$ cat config.mk
export PLATFORM = sky130hd
export DESIGN_NAME = sha256_msg_schedule
export DESIGN_NICKNAME = d
export VERILOG_FILES = /design/src/rtl/sha256_msg_schedule.sv
export SDC_FILE = /design/constraint.sdc
export NUM_CORES = 1
export LEC_CHECK = 0
export ABC_CLOCK_PERIOD_IN_PS = 12700
export CAP_MARGIN = 20
export CORE_MARGIN = 2
export CORE_UTILIZATION = 49
export DETAILED_ROUTE_END_ITERATION = 8
export GPL_TIMING_DRIVEN = 0
export HOLD_SLACK_MARGIN = 0.02
export PLACE_DENSITY = 0.66
export REMOVE_ABC_BUFFERS = 1
export SYNTH_ARGS = -nofsm -noshare
export SYNTH_HDL_FRONTEND = slang
export SYNTH_SLANG_ARGS = --single-unit
$ cat constraint.sdc
create_clock -name clk -period 12.7 [get_ports clk]
set_clock_uncertainty 0.2 [all_clocks]
set_input_delay 2.54 -clock clk [delete_from_list [all_inputs] [get_ports clk]]
set_output_delay 2.54 -clock clk [all_outputs]
set_load 0.005 [all_outputs]
$ cat src/rtl/sha256_msg_schedule.sv
// SHA-256 message-schedule generator: loads one 16-word block over a valid/ready
// stream, then emits W[0..NUM_ROUNDS-1] from a 16-word sliding window.
module sha256_msg_schedule #(
  parameter int unsigned NUM_ROUNDS = 64
) (
  input  logic        clk,
  input  logic        rst_n,
  input  logic        clr,
  input  logic        in_valid,
  output logic        in_ready,
  input  logic [31:0] in_word,
  output logic        w_valid,
  input  logic        w_ready,
  output logic [31:0] w_word,
  output logic [5:0]  w_idx,
  output logic        busy,
  output logic        block_done
);

  if (NUM_ROUNDS < 16 || NUM_ROUNDS > 64) begin : g_bad_rounds
    $error("sha256_msg_schedule: NUM_ROUNDS must be in 16..64");
  end

  localparam logic [5:0] LAST_T = 6'(NUM_ROUNDS - 1);

  typedef enum logic {
    LOAD = 1'b0,
    EMIT = 1'b1
  } state_e;

  state_e      state_q, state_d;
  logic [31:0] win_q [16];
  logic [31:0] win_d [16];
  logic [3:0]  ld_cnt_q, ld_cnt_d;
  logic [5:0]  t_q, t_d;
  logic        done_q, done_d;
  logic [31:0] w_next;

  function automatic logic [31:0] low_sigma_0_func(input logic [31:0] x);
    return {x[6:0], x[31:7]} ^ {x[17:0], x[31:18]} ^ (x >> 3);
  endfunction

  function automatic logic [31:0] low_sigma_1_func(input logic [31:0] x);
    return {x[16:0], x[31:17]} ^ {x[18:0], x[31:19]} ^ (x >> 10);
  endfunction

  // win_q[0] is W[t], so win_q[15] holds W[t+15] and the new entry is W[t+16].
  assign w_next = low_sigma_1_func(win_q[14]) + win_q[9]
                + low_sigma_0_func(win_q[1]) + win_q[0];

  always_comb begin
    state_d  = state_q;
    win_d    = win_q;
    ld_cnt_d = ld_cnt_q;
    t_d      = t_q;
    done_d   = 1'b0;

    if (clr) begin
      state_d  = LOAD;
      ld_cnt_d = '0;
      t_d      = '0;
      for (int unsigned i = 0; i < 16; i++) win_d[i] = '0;
    end else begin
      case (state_q)
        LOAD: begin
          if (in_valid) begin
            for (int unsigned i = 0; i < 15; i++) win_d[i] = win_q[i+1];
            win_d[15] = in_word;
            ld_cnt_d  = ld_cnt_q + 4'd1;
            if (ld_cnt_q == 4'd15) begin
              state_d  = EMIT;
              ld_cnt_d = '0;
              t_d      = '0;
            end
          end
        end
        EMIT: begin
          if (w_ready) begin
            for (int unsigned i = 0; i < 15; i++) win_d[i] = win_q[i+1];
            win_d[15] = w_next;
            t_d       = t_q + 6'd1;
            if (t_q == LAST_T) begin
              state_d = LOAD;
              t_d     = '0;
              done_d  = 1'b1;
            end
          end
        end
        default: state_d = LOAD;
      endcase
    end
  end

  always_ff @(posedge clk or negedge rst_n) begin
    if (!rst_n) begin
      state_q  <= LOAD;
      ld_cnt_q <= '0;
      t_q      <= '0;
      done_q   <= 1'b0;
      for (int unsigned i = 0; i < 16; i++) win_q[i] <= '0;
    end else begin
      state_q  <= state_d;
      ld_cnt_q <= ld_cnt_d;
      t_q      <= t_d;
      done_q   <= done_d;
      win_q    <= win_d;
    end
  end

  assign in_ready   = (state_q == LOAD);
  assign w_valid    = (state_q == EMIT);
  assign w_word     = win_q[0];
  assign w_idx      = t_q;
  assign busy       = (state_q == EMIT) || (ld_cnt_q != 4'd0);
  assign block_done = done_q;

endmodule

* Yosys cells after proc, flatten, opt, wreduce, memory -nomap -nowiden
Index checks and enable logic that the tools add are counted.
** Storage, ports and cells
- Bits of input ports :: 37
- Bits in writable memories :: 0
- Output and inout port bits :: 42
- ROM bits :: 0
- Memories kept :: 0
- Register bits after elaboration :: 524
- Latch bits :: 0
** Operators by class
- Reduce and logical (&&, ||, !) cells :: 6
- Order comparisons :: 0
- Shift-type cells :: 0
- Add/subtract/negate cells :: 5
- Divide/modulo/power cells :: 0
- Eq/ne operators :: 6
- $mul :: 0
- Bitwise operators :: 5
- Mux-type cells :: 24
** Operator list (number)
- $mux W512 :: 3
- $pmux W512 S2 :: 1
- $add A32 B32 Y32 :: 3
- $xor A32 B32 Y32 :: 2
- $xor A32 B22 Y32 :: 1
- $xor A32 B29 Y32 :: 1
- $mux W6 :: 5
- $mux W4 :: 4
- $pmux W6 S2 :: 1
- $mux W1 :: 9
- $add A6 B1 Y6 const B :: 1
- $eq A6 B6 Y1 const B :: 1
- $ne A3 B3 Y1 const B :: 2
- $add A4 B1 Y4 const B :: 1
- $eq A4 B4 Y1 const B :: 1
- $reduce_and A2 Y1 :: 2
- $reduce_bool A4 Y1 :: 1
- $ne A3 B2 Y1 const B :: 1
- $reduce_and A3 Y1 :: 1
- $ne A2 B2 Y1 const B :: 1
- $pmux W1 S2 :: 1
- $reduce_bool A2 Y1 :: 1
- $logic_or A1 B1 Y1 :: 1
- $not A1 Y1 :: 1

* Depth between registers and ports, before layout
- Depth in word-level cells :: 8
- Gate-level depth with buffers :: 17
- Depth with buffers taken out :: 16

* Worst setup path after synthesis
OpenSTA, ideal clock, no wires.
- Path type :: reg-to-reg
- From :: reg win_q[43] (netlist bit)
- To :: reg win_q[23] (netlist bit)
- Slack :: 8.439 ns
- Arrival :: 3.931 ns
- Period minus slack after synthesis :: 4.261 ns
- Library setup time :: 0.130 ns
- Cell stages (with the launch flop) :: 17
- Required time :: 12.370 ns
- Path buffers :: 1
- Cell sequence :: dfrtp_1 > clkbuf_1 > xor2_1 > xnor2_1 > fa_1 > fa_1 > inv_1 > ha_1 > fa_1 > a21o_1 > nand3_1 > a211oi_2 > or4_4 > a211oi_2 > o21ai_1 > xnor2_1 > o21ai_1
** On the way
- Cells in the longest elaborated chain, start to end :: 7
** Ends and longest elaborated chain
- from (decl) :: line 32 : logic [31:0] win_q [16];
- from (signal assigned) :: line 106 : win_q <= win_d;
- $xor A32 B22 Y32 :: line 44 : return {x[16:0], x[31:17]} ^ {x[18:0], x[31:19]} ^ (x >> 10);
- $add A32 B32 Y32 :: line 48 : assign w_next = low_sigma_1_func(win_q[14]) + win_q[9]
- $add A32 B32 Y32 (2 in series) :: line 49 : + low_sigma_0_func(win_q[1]) + win_q[0];
- $mux W512 :: line 78 : if (w_ready) begin
- $pmux W512 S2 :: line 64 : case (state_q)
- $mux W512 :: line 58 : if (clr) begin
No other way between the ends. The select of a mux whose other input is x is not followed.
A chain may end at the register's enable or synchronous reset.

* Final worst setup path
- From :: in clr
- To :: reg win_q[29] (netlist bit)
** On the way
- Cells in the longest elaborated chain, start to end :: 2
- Elaborated cells on any way between the ends :: 4
** Ends and longest elaborated chain
- from (decl) :: line 8 : input logic clr,
- $ne A3 B3 Y1 (no line)
- $reduce_and A2 Y1 (no line)
Parallel ways exist; a longest one is shown, timed or not.

==> results_dict.tcl <==
set metrics [dict create \
    cp.arrival_ns 6.28 \
    wl_per_cell_um 18.4 \
    initial_utilization_pct 49.4 \
    post-route-min-period_ns 5.95 \
    p_per_area_mw_per_mm2 123 \
    cp_max_fo 193 \
    antenna_found_initial 1 \
    grt_pass1_vias 18111 \
    place_congestion 0.886 \
    synth.top_cell.area_share_pct 49.4 \
    critPathCaptureType "register" \
    fp-row-count 85 \
    period_share_pct 46.8 \
    drtIter0Drc 1560 \
    insertion_delay_ns 0.61 \
    ys_async_sr_fraction_pct 100 \
    die_area_mm2 0.0560 \
    hold_buffers 0 \
    fmax_mhz 168 \
    final_cell_mix "857 x nand2_1, 524 x dfrtp_1, 451 x nand3b_1" \
    htreeDepth 2 \
    ios 79 \
    syn_area_mm2 0.0265 \
    synth.area.top_cells "dfrtp_1 49%, nand3b_1 13%, nand2_1 12%, fa_1 4.7%, clkbuf_1 3.1%" \
    grt_pass1_wl_mm 103 \
    clockBufferDepth 3 \
    synth-seq-cells 524 \
    drtAntennaViolNets 0 \
    hold_path_class "register to register" \
    routed_wl_mm 64.1 \
    synth_flop_cell "dfrtp_1" \
    io_buffer_count 78 \
    grt_overflow 0 \
    placed_area_mm2 0.0279 \
    layout_commonest_cell "nand2_1" \
    slew_headroom_pct 27.5 \
    coreArea_mm2 0.0537 \
    drt_pass1_iterations 6 \
    place_ws_ns 6.26 \
    maxCapViolCount 0 \
    antennaDiodeCount 0 \
    leakagePower_nw 14.9 \
    dieWidth_um 237 \
    synth_top_area_cell "dfrtp_1" \
    status "finished clean" \
    startpoint_type "input port" \
    num_vias 18878 \
    avgSynthCellArea_um2 9.35 \
    yosys_warnings 0 \
    fin_area_mm2 0.0297 \
    path_class "input port to register" \
    remaining_drc_errors 0 \
    numCtsBuffers 55 \
    grt_usage_pct 23.3 \
    synthCells 2838 \
    grt_start_max_net_pins 194 \
    routed_via_density 5.41 \
    worst_slew_pin_slew_ns 1.08 \
    die_h_um 237 \
    slew_viol_final 0 \
    cts_resized 0 \
    yosysUniqueCellTypes 59 \
    vdd_drop_max_mv 0.0988 \
    cts_tree "yes" \
    layout-drive-gt1-share_pct 4.94 \
    hpwl_mm 43.6 \
    area_delta_synth_final_pct 12.0 \
    required_ns 13.04 \
    cts_sinks 524 \
    dp_cells 3390 \
    finalSetupViolations 0 \
    setup_ws_ns 6.75 \
    fin_nets 2884 \
    fin_cells 3490 \
    clkSlewWorstSetupHoldPaths_ns 0.06 \
    power_mw 3.67 \
    root_buffer "clkbuf_16" \
    rsz0062_at_grt "no" \
    report.final.hold_viol_count 0 \
    synth_edf_count 0 \
    yosysSeqAreaShare_pct 49.4 \
    post_cts_buffers 0 \
]
[worst max-delay path: stages]
cell and delay, ns:
buf_8 0.37, buf_16 0.42, a211o_4 0.78, buf_16 0.36, nand2_1 0.59, or4_1 0.72
nand3_1 0.08
[synth_stat cells, types with 2 or more instances]
| cell type | count |
|---|---|
| a21oi_1 | 48 |
| and2_1 | 3 |
| nor2_1 | 44 |
| nand2_1 | 857 |
| clkbuf_1 | 219 |
| a21o_1 | 15 |
| a22oi_1 | 2 |
| o31ai_1 | 32 |
| or2_2 | 2 |
| a211oi_2 | 2 |
| nand3_1 | 10 |
| nor3_1 | 5 |
| xnor2_1 | 86 |
| ha_1 | 34 |
| a211oi_1 | 3 |
| fa_1 | 62 |
| or4_1 | 3 |
| and3_1 | 16 |
| nand4_1 | 10 |
| o21bai_1 | 5 |
| o211ai_1 | 2 |
| inv_1 | 130 |
| a31oi_1 | 4 |
| nor3b_1 | 2 |
| o41ai_2 | 2 |
| o21a_1 | 2 |
| a21boi_0 | 3 |
| nand3b_1 | 451 |
| o21ai_1 | 10 |
| buf_2 | 8 |
| a221oi_1 | 6 |
| o21ai_0 | 103 |
| buf_4 | 32 |
| nand2b_1 | 8 |
| dfrtp_1 | 524 |
| mux2i_1 | 12 |
| xor2_1 | 59 |
[where the power goes]
part / internal, mW / switching [mW]
Sequential: 1.70 / 0.0319
Clock: 0.938 / 0.653
Combinational: 0.132 / 0.216
Total: 2.77 / 0.901
[layer usage]
metal  wire length, µm  part of all wire [%]  up-vias  global-route usage, %
li1                  -                     -     8971                      -
met5                 7                 0.011        -                      0
met1             30000                    47     9439                   34.2
met3              2990                   4.7       90                   3.51
met2             29600                    46      376                   36.2
met4              1450                   2.3        2                   6.19
[registers in the layout, summed over array words and instances, names as in the netlist]
signal and cells:
w_word 32, w_valid 1, block_done 1, win_q 480
ld_cnt_q 4, w_idx 6
[path summary, 6_finish.rpt]
check                           start    endpoint  slack (ns)  cells past startpoint
setup / recovery                  clr   win_q[29]        6.75                      7
hold / removal             win_q[333]  win_q[333]        0.26                      2
setup reg to reg            win_q[54]   win_q[27]        7.69                     14
hold reg to reg            win_q[333]  win_q[333]        0.26                      2
max in group asynchronous       rst_n  win_q[113]        8.99                      3
min in group asynchronous       rst_n  win_q[330]        1.81                      1
[cells by family (layout without fill, tap and decap cells)]
group | after synthesis | count (layout) | synth area share (%)
flip-flops | 524 | 524 | 49.4
multiplexers | 12 | 12 | 0.453
XOR/XNOR | 145 | 145 | 4.79
buffers and inverters | 390 | 346 | 6.01
adder cells (fa/ha/maj) | 96 | 96 | 6.28
AO/OA/AOI/OAI | 252 | 252 | 5.91
AND/OR/NAND/NOR | 1419 | 1419 | 27.1
[cell type report]
| cell class | count | area (µm²) |
|---|---|---|
| clock inverters | 11 | 114 |
| fillers | 4710 | 24000 |
| repair buffers | 116 | 1620 |
| multi-input cells | 1924 | 11800 |
| inverters | 130 | 488 |
| clock buffers | 89 | 1680 |
| flip-flops and latches | 524 | 13100 |
| well taps | 696 | 871 |
[through the flow]
step | util [%] | hold slack, ns | setup TNS [ns]
after global routing | 55.3 | 0.279 | 0
after floorplan | - | 0.239 | -7397.17
after CTS | 55.3 | 0.269 | 0
after detailed placement | 52.0 | 0.255 | 0
after global placement | 50.4 | 0.246 | -
final | 55.3 | 0.263 | 0
Note: power is estimated with default switching activity, not from simulation.
